**src/rtl/fifo_pkg.sv**
```systemverilog
// Shared types and constants for the FIFO read pacer: FSM state encoding,
// the post-handshake settle interval and default widths.
package fifo_pkg;

  localparam int DEFAULT_DATA_WIDTH  = 4;
  localparam int DEFAULT_DELAY_WIDTH = 4;
  localparam int SETTLE_CYCLES       = 2;
  localparam int RD_COUNT_WIDTH      = 8;

  typedef enum logic [2:0] {
    ST_IDLE    = 3'd0,
    ST_WAIT    = 3'd1,
    ST_READ    = 3'd2,
    ST_CAPTURE = 3'd3,
    ST_HOLD    = 3'd4
  } pacer_state_t;

endpackage

```
**src/rtl/pacer_delay_cnt.sv**
```systemverilog
// Loadable down-counter for the inter-read delay. Terminal count is flagged
// when the counter holds 1, so a load of N yields exactly N counting cycles.
module pacer_delay_cnt #(
  parameter int WIDTH = 4
) (
  input  logic             clk,
  input  logic             rst,
  input  logic             load,
  input  logic [WIDTH-1:0] load_value,
  input  logic             dec,
  output logic             tc
);

  logic [WIDTH-1:0] count;

  always_ff @(posedge clk) begin
    if (rst) begin
      count <= '0;
    end else if (load) begin
      count <= load_value;
    end else if (dec && (count != '0)) begin
      count <= count - 1'b1;
    end
  end

  assign tc = (count == WIDTH'(1));

endmodule

```
**src/rtl/fifo_read_pacer.sv**
```systemverilog
// Paces single-word reads from an upstream FIFO and holds each word for a
// downstream consumer. Optional read counter: define PACER_RD_COUNT_EN.
module fifo_read_pacer
  import fifo_pkg::*;
#(
  parameter int DATA_WIDTH  = DEFAULT_DATA_WIDTH,
  parameter int DELAY_WIDTH = DEFAULT_DELAY_WIDTH
) (
  input  logic                   clk,
  input  logic                   rst,
  input  logic [DELAY_WIDTH-1:0] delay_cfg,
  input  logic                   fifo_empty,
  input  logic [DATA_WIDTH-1:0]  fifo_data,
  output logic                   fifo_read_en,
  output logic [DATA_WIDTH-1:0]  out_data,
  output logic                   out_valid,
  input  logic                   out_ready,
  output logic                   busy
`ifdef PACER_RD_COUNT_EN
  ,
  output logic [RD_COUNT_WIDTH-1:0] rd_count
`endif
);

  // Downstream handshake: a word transfers on a rising edge where out_valid
  // and out_ready are both high; out_ready while out_valid is low is ignored.

  localparam int SETTLE_W = $clog2(SETTLE_CYCLES + 1);

  pacer_state_t        state;
  pacer_state_t        state_next;
  logic                cnt_load;
  logic                cnt_dec;
  logic                cnt_tc;
  logic                settle_load;
  logic [SETTLE_W-1:0] settle_cnt;
  logic                idle_qualified;

  pacer_delay_cnt #(
    .WIDTH(DELAY_WIDTH)
  ) u_delay_cnt (
    .clk       (clk),
    .rst       (rst),
    .load      (cnt_load),
    .load_value(delay_cfg),
    .dec       (cnt_dec),
    .tc        (cnt_tc)
  );

  always_ff @(posedge clk) begin
    if (rst) begin
      state <= ST_IDLE;
    end else begin
      state <= state_next;
    end
  end

  // The settle interval spans both IDLE cycles after a handshake: the first
  // ignores fifo_empty, the second samples it and may already launch.
  assign idle_qualified = (settle_cnt == '0);

  always_comb begin
    state_next  = state;
    cnt_load    = 1'b0;
    cnt_dec     = 1'b0;
    settle_load = 1'b0;
    case (state)
      ST_IDLE: begin
        if (idle_qualified && !fifo_empty) begin
          if (delay_cfg == '0) begin
            state_next = ST_READ;
          end else begin
            cnt_load   = 1'b1;
            state_next = ST_WAIT;
          end
        end
      end
      ST_WAIT: begin
        cnt_dec = 1'b1;
        if (cnt_tc) begin
          state_next = ST_READ;
        end
      end
      ST_READ:    state_next = ST_CAPTURE;
      ST_CAPTURE: state_next = ST_HOLD;
      ST_HOLD: begin
        if (out_ready) begin
          settle_load = 1'b1;
          state_next  = ST_IDLE;
        end
      end
      default:    state_next = ST_IDLE;
    endcase
  end

  always_ff @(posedge clk) begin
    if (rst) begin
      settle_cnt <= '0;
    end else if (settle_load) begin
      settle_cnt <= SETTLE_W'(SETTLE_CYCLES - 1);
    end else if ((state == ST_IDLE) && (settle_cnt != '0)) begin
      settle_cnt <= settle_cnt - 1'b1;
    end
  end

  always_ff @(posedge clk) begin
    if (rst) begin
      out_data  <= '0;
      out_valid <= 1'b0;
    end else if (state == ST_CAPTURE) begin
      out_data  <= fifo_data;
      out_valid <= 1'b1;
    end else if ((state == ST_HOLD) && out_ready) begin
      out_valid <= 1'b0;
    end
  end

  assign fifo_read_en = (state == ST_READ);
  assign busy         = (state != ST_IDLE);

`ifdef PACER_RD_COUNT_EN
  always_ff @(posedge clk) begin
    if (rst) begin
      rd_count <= '0;
    end else if (state == ST_READ) begin
      rd_count <= rd_count + 1'b1;
    end
  end
`endif

endmodule

```
**config.mk**
```make
export PLATFORM = sky130hd
export DESIGN_NAME = fifo_read_pacer
export DESIGN_NICKNAME = d
export VERILOG_FILES = /design/src/rtl/fifo_pkg.sv /design/src/rtl/pacer_delay_cnt.sv /design/src/rtl/fifo_read_pacer.sv
export SDC_FILE = /design/constraint.sdc
export NUM_CORES = 1
export LEC_CHECK = 0
export ABC_AREA = 1
export BUFFER_PORTS_ARGS = -buffer_cell sky130_fd_sc_hd__buf_4
export CAP_MARGIN = 20
export CELL_PAD_IN_SITES_DETAIL_PLACEMENT = 0
export CELL_PAD_IN_SITES_GLOBAL_PLACEMENT = 2
export CORE_AREA = 4 4 64 54
export DETAILED_ROUTE_END_ITERATION = 16
export DIE_AREA = 0 0 68 58
export HOLD_SLACK_MARGIN = 0.02
export PLACE_DENSITY = 0.86
export SETUP_SLACK_MARGIN = 0.2
export SKIP_CTS_REPAIR_TIMING = 1
export SYNTH_ARGS = -nofsm -noshare
export SYNTH_HDL_FRONTEND = slang
export SYNTH_SLANG_ARGS = --single-unit
```
**constraint.sdc**
```tcl
create_clock -name clk -period 3.6 [get_ports clk]
set_input_delay 0.36 -clock clk [delete_from_list [all_inputs] [get_ports clk]]
set_output_delay 0.36 -clock clk [all_outputs]
set_load 0.01 [all_outputs]
```
# After elaboration in Yosys (flattened, before gate mapping)
# Cells that the tools add are included.
[word_totals] ff_bits=14 in_bits=12 out_inout_bits=7 wordCells=49
[op_classes] n_addsub=2 n_eq_ne=8 muxes=17 reduce_logical=16
[op_table] operator="$pmux 3 s5" count=1
[op_table] operator="$mux 1" count=10
[op_table] operator="$mux 3" count=3
[op_table] operator="$mux 4" count=2
[op_table] operator="$reduce_bool 2->1" count=4
[op_table] operator="$eq 3x2->1 const B" count=2
[op_table] operator="$ne 2x2->1 const B" count=3
[op_table] operator="$eq 4x1->1 const B" count=1
[op_table] operator="$logic_and 1x1->1" count=4
[op_table] operator="$logic_not 4->1" count=1
[op_table] operator="$reduce_bool 4->1" count=1
[op_table] operator="$sub 4x1->4 const B" count=1
[op_table] operator="$eq 3x1->1 const B" count=1
[op_table] operator="$eq 3x3->1 const B" count=1
[op_table] operator="$logic_not 3->1" count=1
[op_table] operator="$reduce_and 3->1" count=1
[op_table] operator="$reduce_bool 3->1" count=1
[op_table] operator="$logic_not 2->1" count=1
[op_table] operator="$mux 2" count=1
[op_table] operator="$reduce_or 2->1" count=1
[op_table] operator="$sub 2x1->2 const B" count=1
[op_table] operator="$logic_not 1->1" count=1

# Longest topological paths before layout
# Gate-level depths: netlist (run 1).
[depth] depth_word=5 ltp_mapped=9 ltp_nobuf=9

# Cells and area by module
# From an unflattened synthesis (run 1), not the netlist that was laid out.
[hier_totals] hier_cells=116 area_unflattened_um2=819.5
[by_module_without_submodules] mod="fifo_read_pacer" n_inst=1 cells_each=75 area_per_inst_um2=523.0
[by_module_without_submodules] mod="pacer_delay_cnt" n_inst=1 cells_each=41 area_per_inst_um2=296.5

# Worst setup path after synthesis (run 1)
# No wires, ideal clock.
[synth_path] kind="register -> register" from="register settle_cnt[1]" to="register u_delay_cnt.count[0]" t_arrival_ns=1.133 setup_slack_ns=2.341 stages_incl_launch_ff=10 period_less_slack_ns=1.259 cell_sequence="dfxtp_1 > inv_1 > ha_1 > inv_1 > nor2_1 > nand3_2 > nand2_2 > nor2_1 > nor2_1 > nor2_1"
[synth_between] elab_chain_cells=5 word_cells_on_any_way=6 classes_between="mux: 3; reduce/logical: 3"
[synth_rtl] item="start, declared" line_no="fifo_read_pacer.sv:36" text="logic [SETTLE_W-1:0] settle_cnt;"
[synth_rtl] item="start signal, assigned" line_no="fifo_read_pacer.sv:100" text="settle_cnt <= SETTLE_W'(SETTLE_CYCLES - 1);"
[synth_rtl] item="start signal, assigned" line_no="fifo_read_pacer.sv:102" text="settle_cnt <= settle_cnt - 1'b1;"
[synth_rtl] item="$logic_not 2->1 *" line_no="fifo_read_pacer.sv:60" text="assign idle_qualified = (settle_cnt == '0);"
[synth_rtl] item="$logic_and 1x1->1 *" line_no="fifo_read_pacer.sv:69" text="if (idle_qualified && !fifo_empty) begin"
[synth_rtl] item="$mux 1 *" line_no="fifo_read_pacer.sv:69"
[synth_rtl] item="$mux 1 *" line_no="fifo_read_pacer.sv:67" text="case (state)"
[synth_rtl] item="$mux 4 / $reduce_bool 2->1 (equally long branches)"
[synth_rtl] item="end signal, assigned" line_no="pacer_delay_cnt.sv:20" text="count <= load_value;"
[synth_rtl] item="end signal, assigned" line_no="pacer_delay_cnt.sv:22" text="count <= count - 1'b1;"
[synth_rtl] item="end, declared" line_no="pacer_delay_cnt.sv:14" text="logic [WIDTH-1:0] count;"
# Mark *: on every way between the ends. The rest lies on a longest branch, timed or not.
# A chain may end at the register's enable or synchronous reset.

# Worst setup path in the final report (run 1)
[layout_path] from="register state[0]" to="output port busy"
[layout_between] elab_chain_cells=1
[layout_rtl] item="start, declared" line_no="fifo_read_pacer.sv:30" text="pacer_state_t state;"
[layout_rtl] item="start signal, assigned" line_no="fifo_read_pacer.sv:54" text="state <= state_next;"
[layout_rtl] item="$reduce_bool 3->1" line_no="fifo_read_pacer.sv:119" text="assign busy = (state != ST_IDLE);"
[layout_rtl] item="end, declared" line_no="fifo_read_pacer.sv:18" text="output logic busy"
# Every way passes these cells.

==> flow_metrics.env, run 1 <==
export IMPL_finalWeightedCongestion=0.786
export IMPL_r2r_start="settle_cnt[1]"
export IMPL_finalSetupViolCount=0
export IMPL_yosysWarningCount=0
export IMPL_pwr_density_cell_nw_per_um2=788
export IMPL_drc_errors=0
export IMPL_syn_nets=130
export IMPL_ff2ff_path_depth=9
export IMPL_min_delay_worst_endpoint="out_data[1]"
export IMPL_yosysSeqAreaShare=0.356
export IMPL_grt_pass1_vias=736
export IMPL_clkTransAtPathRegs_ns=0.09
export IMPL_synth_distinct_cells=23
export IMPL_fill_cells=320
export IMPL_cts_root_buf="clkbuf_4"
export IMPL_tns_ns=0
export IMPL_cts_tree="done"
export IMPL_leakage_uw=0.000489
export IMPL_critPathTopFamily="flip-flops"
export IMPL_finalCritPeriodShare=0.433
export IMPL_fmax_ghz=0.641
export IMPL_dpl_hpwl_mm=1.51
export IMPL_grt_max_degree=10
export IMPL_diodes=0
export IMPL_min_period_ns=1.56
export IMPL_hold_path_class="in -> reg"
export IMPL_rows=17
export IMPL_overflow=0
export IMPL_async_reset_ff_frac=0
export IMPL_synth_area_um2=788
export IMPL_drt_pass1_iterations=4
export IMPL_worstSetupEndpointType="output port"
export IMPL_synth_edf_count=0
export IMPL_tightest_slew_ns=0.371
export IMPL_grtUsageTotal=0.109
export IMPL_slowest_delay_ns=0.36
export IMPL_drtIter0Drc=32
export IMPL_area_growth_pct=25.6
export IMPL_worst_path_buf_inv=3
export IMPL_status="finished clean"
export IMPL_cts_buffers=3
export IMPL_cp_required_ns=3.24
export IMPL_grt_first_pass_wirelength_mm=3.26
export IMPL_finalHoldViolations=0
export IMPL_clock_sinks=14
export IMPL_worstPathMaxFanout=9
export IMPL_io_buffers=18
export IMPL_dieHeight_um=58
export IMPL_crit_chain="inv_2 -> nand2_2 -> nor2_4 -> inv_1 -> buf_4"
export IMPL_synth_most_common_cell="nor2_1"
export IMPL_clk_latency_ns=0.28
export IMPL_cap_violations=0
export IMPL_h_tree_depth=1
export IMPL_skew_ns=0.00464
export IMPL_fp_dieW_um=68
export IMPL_worstPathArrival_ns=1.20
export IMPL_drt_total_wl_mm=1.88
export IMPL_via_count=750
export IMPL_reg2reg_to="u_delay_cnt.count[0]"
export IMPL_critPathSlowestCell="dfxtp_1"
export IMPL_ant_nets=0
export IMPL_hp_start="fifo_data[1]"
export IMPL_crit_type="reg -> out"
export IMPL_start_util=0.285
export IMPL_yosysTopAreaCell="dfxtp_1"
export IMPL_ys_ff_latch=14
export IMPL_cp_startpoint="state[0]"
export IMPL_reg2reg_slack_ns=2.16
export IMPL_wl_per_cell_um=10.9
export IMPL_rsz0062_at_grt="false"
export IMPL_die_area_um2=3940
export IMPL_synth_top_area_frac=0.356
export IMPL_antenna_found_initial=0
export IMPL_ir_drop_uv=187
export IMPL_syn_area_per_cell_um2=6.85
export IMPL_min_path_cells=3
export IMPL_final_layout_size_suffix_gt1_frac=0.267
export IMPL_clockBufferDepth=2
export IMPL_synth_main_ff_cell="dfxtp_1"
export IMPL_dp_slack_ns=2.18
export IMPL_vias_per_cell=4.34
export IMPL_fin_nets=152
export IMPL_slew_viol_final=0
export IMPL_ios=19
export IMPL_slew_headroom=0.752
export IMPL_synthCells=115
export IMPL_netlist_top_cells_area="dfxtp_1, nor2_1, nand2_1"
export IMPL_fp_coreArea_um2=2770
export IMPL_netlist_top_cells_count="nor2_1, nand2_1, dfxtp_1, inv_1, nand3_1"
export IMPL_fin_ws_ns=2.04
export IMPL_startpoint_type="flop"
==> power breakdown <==
| group | switching [uW] | internal (uW) |
|---|---|---|
| combinational | 276 | 179 |
| clock | 52.3 | 38.8 |
| sequential | 31.9 | 202 |
| total | 360 | 420 |
==> layout by cell type (no fill, tap or decap), types with 4 or more instances in the layout <==
cell,synthesis,layout
nor2_1,29,29
buf_4,0,18
nand2_1,16,16
inv_1,14,14
dfxtp_1,14,14
nand3_1,7,7
o21ai_0,4,4
nand4_1,4,4
==> sequential cells by signal, indices dropped and copies added, names as in the netlist <==
name and count:
out_data 4, settle_cnt 2, out_valid 1, u_delay_cnt.count 4
state 3
==> routing by layer <==
layer | up-vias | wire length, um | track usage
li1 | 405 | - | -
met1 | 328 | 972 | 0.153
met2 | 13 | 770 | 0.158
met3 | 4 | 99 | 0.0271
met4 | 0 | 39 | 0.0425
met5 | - | 0 | 0
==> cells by family (layout without fill, tap and decap cells) <==
| kind of cell | count (synthesis) | after routing | synth area share |
|---|---|---|---|
| buf+inv | 19 | 39 | 0.0936 |
| simple gates | 67 | 67 | 0.398 |
| compound gates | 10 | 10 | 0.0825 |
| fa+ha+maj | 3 | 3 | 0.0476 |
| xor+xnor | 2 | 2 | 0.0222 |
| flops | 14 | 14 | 0.356 |
==> layout make-up <==
type	instances	area, um^2	area share
repair buffers	18	135	0.137
inverters	18	70.1	0.0708
clock buffers	3	22.5	0.0228
flip-flops and latches	14	280	0.283
multi-input cells	82	434	0.439
well taps	38	47.5	0.0480
==> worst max-delay path by stage <==
stage / slack, ns / endpoint / cells past startpoint
floorplan: 2.34 / u_delay_cnt.count[0] / 9
global placement: 2.25 / u_delay_cnt.count[0] / 9
detailed placement: 2.18 / u_delay_cnt.count[0] / 9
CTS: 2.03 / busy / 5
global route: 1.94 / busy / 5
finish: 2.04 / busy / 5
==> stage by stage <==
step           hold WS (ns)   util  instances  power (uW)  cell area (um^2)
4_1_cts               0.289  0.358        173         789               990
2_1_floorplan         0.455      -        115         587               788
3_5_place_dp          0.472  0.350        170         695               967
6_report              0.300  0.358        173         780               990
5_1_grt               0.297  0.358        173         873               990
3_3_place_gp          0.461  0.350        170         686               967
==> worst min-delay path, cell delays in order <==
cell and delay, ns:
buf_4 0.08, nor2_1 0.03, nor2_1 0.08
Note: power is estimated with default switching activity, not from simulation.
==> run 2, diff against run 1 <==
--- a/config.mk
+++ b/config.mk
@@ -10,11 +10,11 @@
 export CAP_MARGIN = 20
 export CELL_PAD_IN_SITES_DETAIL_PLACEMENT = 0
 export CELL_PAD_IN_SITES_GLOBAL_PLACEMENT = 2
-export CORE_AREA = 4 4 64 54
+export CORE_AREA = 4 4 66 56
 export DETAILED_ROUTE_END_ITERATION = 16
-export DIE_AREA = 0 0 68 58
+export DIE_AREA = 0 0 70 60
 export HOLD_SLACK_MARGIN = 0.02
-export PLACE_DENSITY = 0.86
+export PLACE_DENSITY = 0.81
 export SETUP_SLACK_MARGIN = 0.2
 export SKIP_CTS_REPAIR_TIMING = 1
 export SYNTH_ARGS = -nofsm -noshare
==> constraint.sdc (replaced) <==
create_clock -name clk -period 1.55 [get_ports clk]
set_input_delay 0.155 -clock clk [delete_from_list [all_inputs] [get_ports clk]]
set_output_delay 0.155 -clock clk [all_outputs]
set_load 0.01 [all_outputs]
==> run 2 against run 1 <==
Total power rose to 2.8 times the previous value. Sequential share of layout area fell by 2.6 points. Via count is 4.3% higher. Clock-buffer cell count rose by 1. Non-clock buffer count increased by 4. Clock skew hardly changed. Die area rose by 6.5%. Cell area up 10%. Critical path depth is the same. Clock power rose to 4.1 times the previous value. Register-to-register slack worse by 1.9 ns.
==> flow_metrics.env, run 2 (synthesized netlist as in run 1, its figures left out) <==
export IMPL_io_buffers=18
export IMPL_dpl_hpwl_mm=1.48
export IMPL_status="finished clean"
export IMPL_cp_required_ns=1.39
export IMPL_drc_errors=0
export IMPL_dieHeight_um=60
export IMPL_finalCritPeriodShare=0.822
export IMPL_cts_root_buf="clkbuf_8"
export IMPL_ir_drop_uv=578
export IMPL_slew_viol_final=0
export IMPL_final_common_cell="nor2_1"
export IMPL_ios=19
export IMPL_rows=18
export IMPL_tns_ns=0
export IMPL_tightest_slew_ns=0.325
export IMPL_skew_ns=0.00474
export IMPL_die_area_um2=4200
export IMPL_finalHoldViolations=0
export IMPL_finalSetupViolCount=0
export IMPL_vias_per_cell=4.34
export IMPL_slew_headroom=0.783
export IMPL_startpoint_type="flop"
export IMPL_fin_nets=156
export IMPL_fp_dieW_um=70
export IMPL_fp_coreArea_um2=3020
export IMPL_worstPathArrival_ns=1.12
export IMPL_grtUsageTotal=0.0994
export IMPL_diodes=0
export IMPL_final_layout_size_suffix_gt1_frac=0.364
export IMPL_pwr_density_cell_nw_per_um2=2000
export IMPL_grt_pass1_vias=712
export IMPL_wl_per_cell_um=11.1
export IMPL_grt_max_degree=10
export IMPL_grt_first_pass_wirelength_mm=3.23
export IMPL_h_tree_depth=1
export IMPL_drt_pass1_iterations=4
export IMPL_worstPathMaxFanout=7
export IMPL_clock_sinks=14
export IMPL_layout_common_cells="nor2_1, buf_4, nand2_1"
export IMPL_dp_slack_ns=0.160
export IMPL_fin_ws_ns=0.276
export IMPL_crit_type="reg -> out"
export IMPL_cts_tree="done"
export IMPL_fmax_ghz=0.785
export IMPL_rsz0062_at_grt="true"
export IMPL_worstSetupEndpointType="output port"
export IMPL_clockBufferDepth=2
export IMPL_start_util=0.261
export IMPL_drt_total_wl_mm=2.00
export IMPL_area_growth_pct=38.7
export IMPL_clk_latency_ns=0.25
export IMPL_clkTransAtPathRegs_ns=0.07
export IMPL_antenna_found_initial=0
export IMPL_hold_path_class="in -> reg"
export IMPL_cap_violations=0
export IMPL_drtIter0Drc=28
export IMPL_finalWeightedCongestion=0.712
export IMPL_ant_nets=0
export IMPL_leakage_uw=0.000525
export IMPL_overflow=0
export IMPL_cts_buffers=3
export IMPL_largestRegisters="out_data (4), u_delay_cnt.count (4), state (3)"
export IMPL_min_period_ns=1.27
export IMPL_via_count=782
## run 2: where the power goes
| group | total (uW) | internal (uW) | switching [uW] | leakage [uW] |
|---|---|---|---|---|
| clock | 369 | 225 | 144 | 0.0000288 |
| combinational | 1260 | 547 | 715 | 0.000381 |
| sequential | 552 | 472 | 80.4 | 0.000115 |
## run 2: stage by stage
step                      total power, uW  instance area [um^2]   util  instances  hold WS, ns
after floorplan                      1360                   788      -        115        0.290
after global placement               1600                   970  0.321        172        0.377
after detailed placement             1610                   970  0.321        172        0.398
after CTS                            1980                  1020  0.340        176        0.137
after global routing                 2390                  1090  0.362        180        0.154
final                                2180                  1090  0.362        180        0.132
## run 2: worst max-delay path, cell delays in order, from the launching register on
cell and delay, ns:
dfxtp_1 0.36, inv_2 0.07, nand2_2 0.07, nor2_4 0.18
inv_1 0.06, buf_4 0.14
## run 2: cell type report
cell class              instances  area, um^2
clock buffers                   4        55.1
flip-flops and latches         14         282
well taps                      40        50.0
multi-input cells              82         469
fillers                       336        1920
inverters                      18        72.6
repair buffers                 22         165
## run 2: metal layers
layer | up-vias | GRT usage | routed length, um
met2 | 23 | 0.139 | 825
met4 | 0 | 0.0656 | 44
met5 | - | 0 | 0
li1 | 412 | - | -
met1 | 343 | 0.140 | 1050
met3 | 4 | 0.0168 | 81
## run 2: path summary, 6_finish.rpt
path,startpoint,to,slack (ns),cells past startpoint
setup reg to reg,u_delay_cnt.count[0],u_delay_cnt.count[0],0.29,9
setup / recovery,state[0],busy,0.28,5
hold / removal,fifo_data[0],out_data[0],0.13,3
hold reg to reg,settle_cnt[1],settle_cnt[1],0.49,2
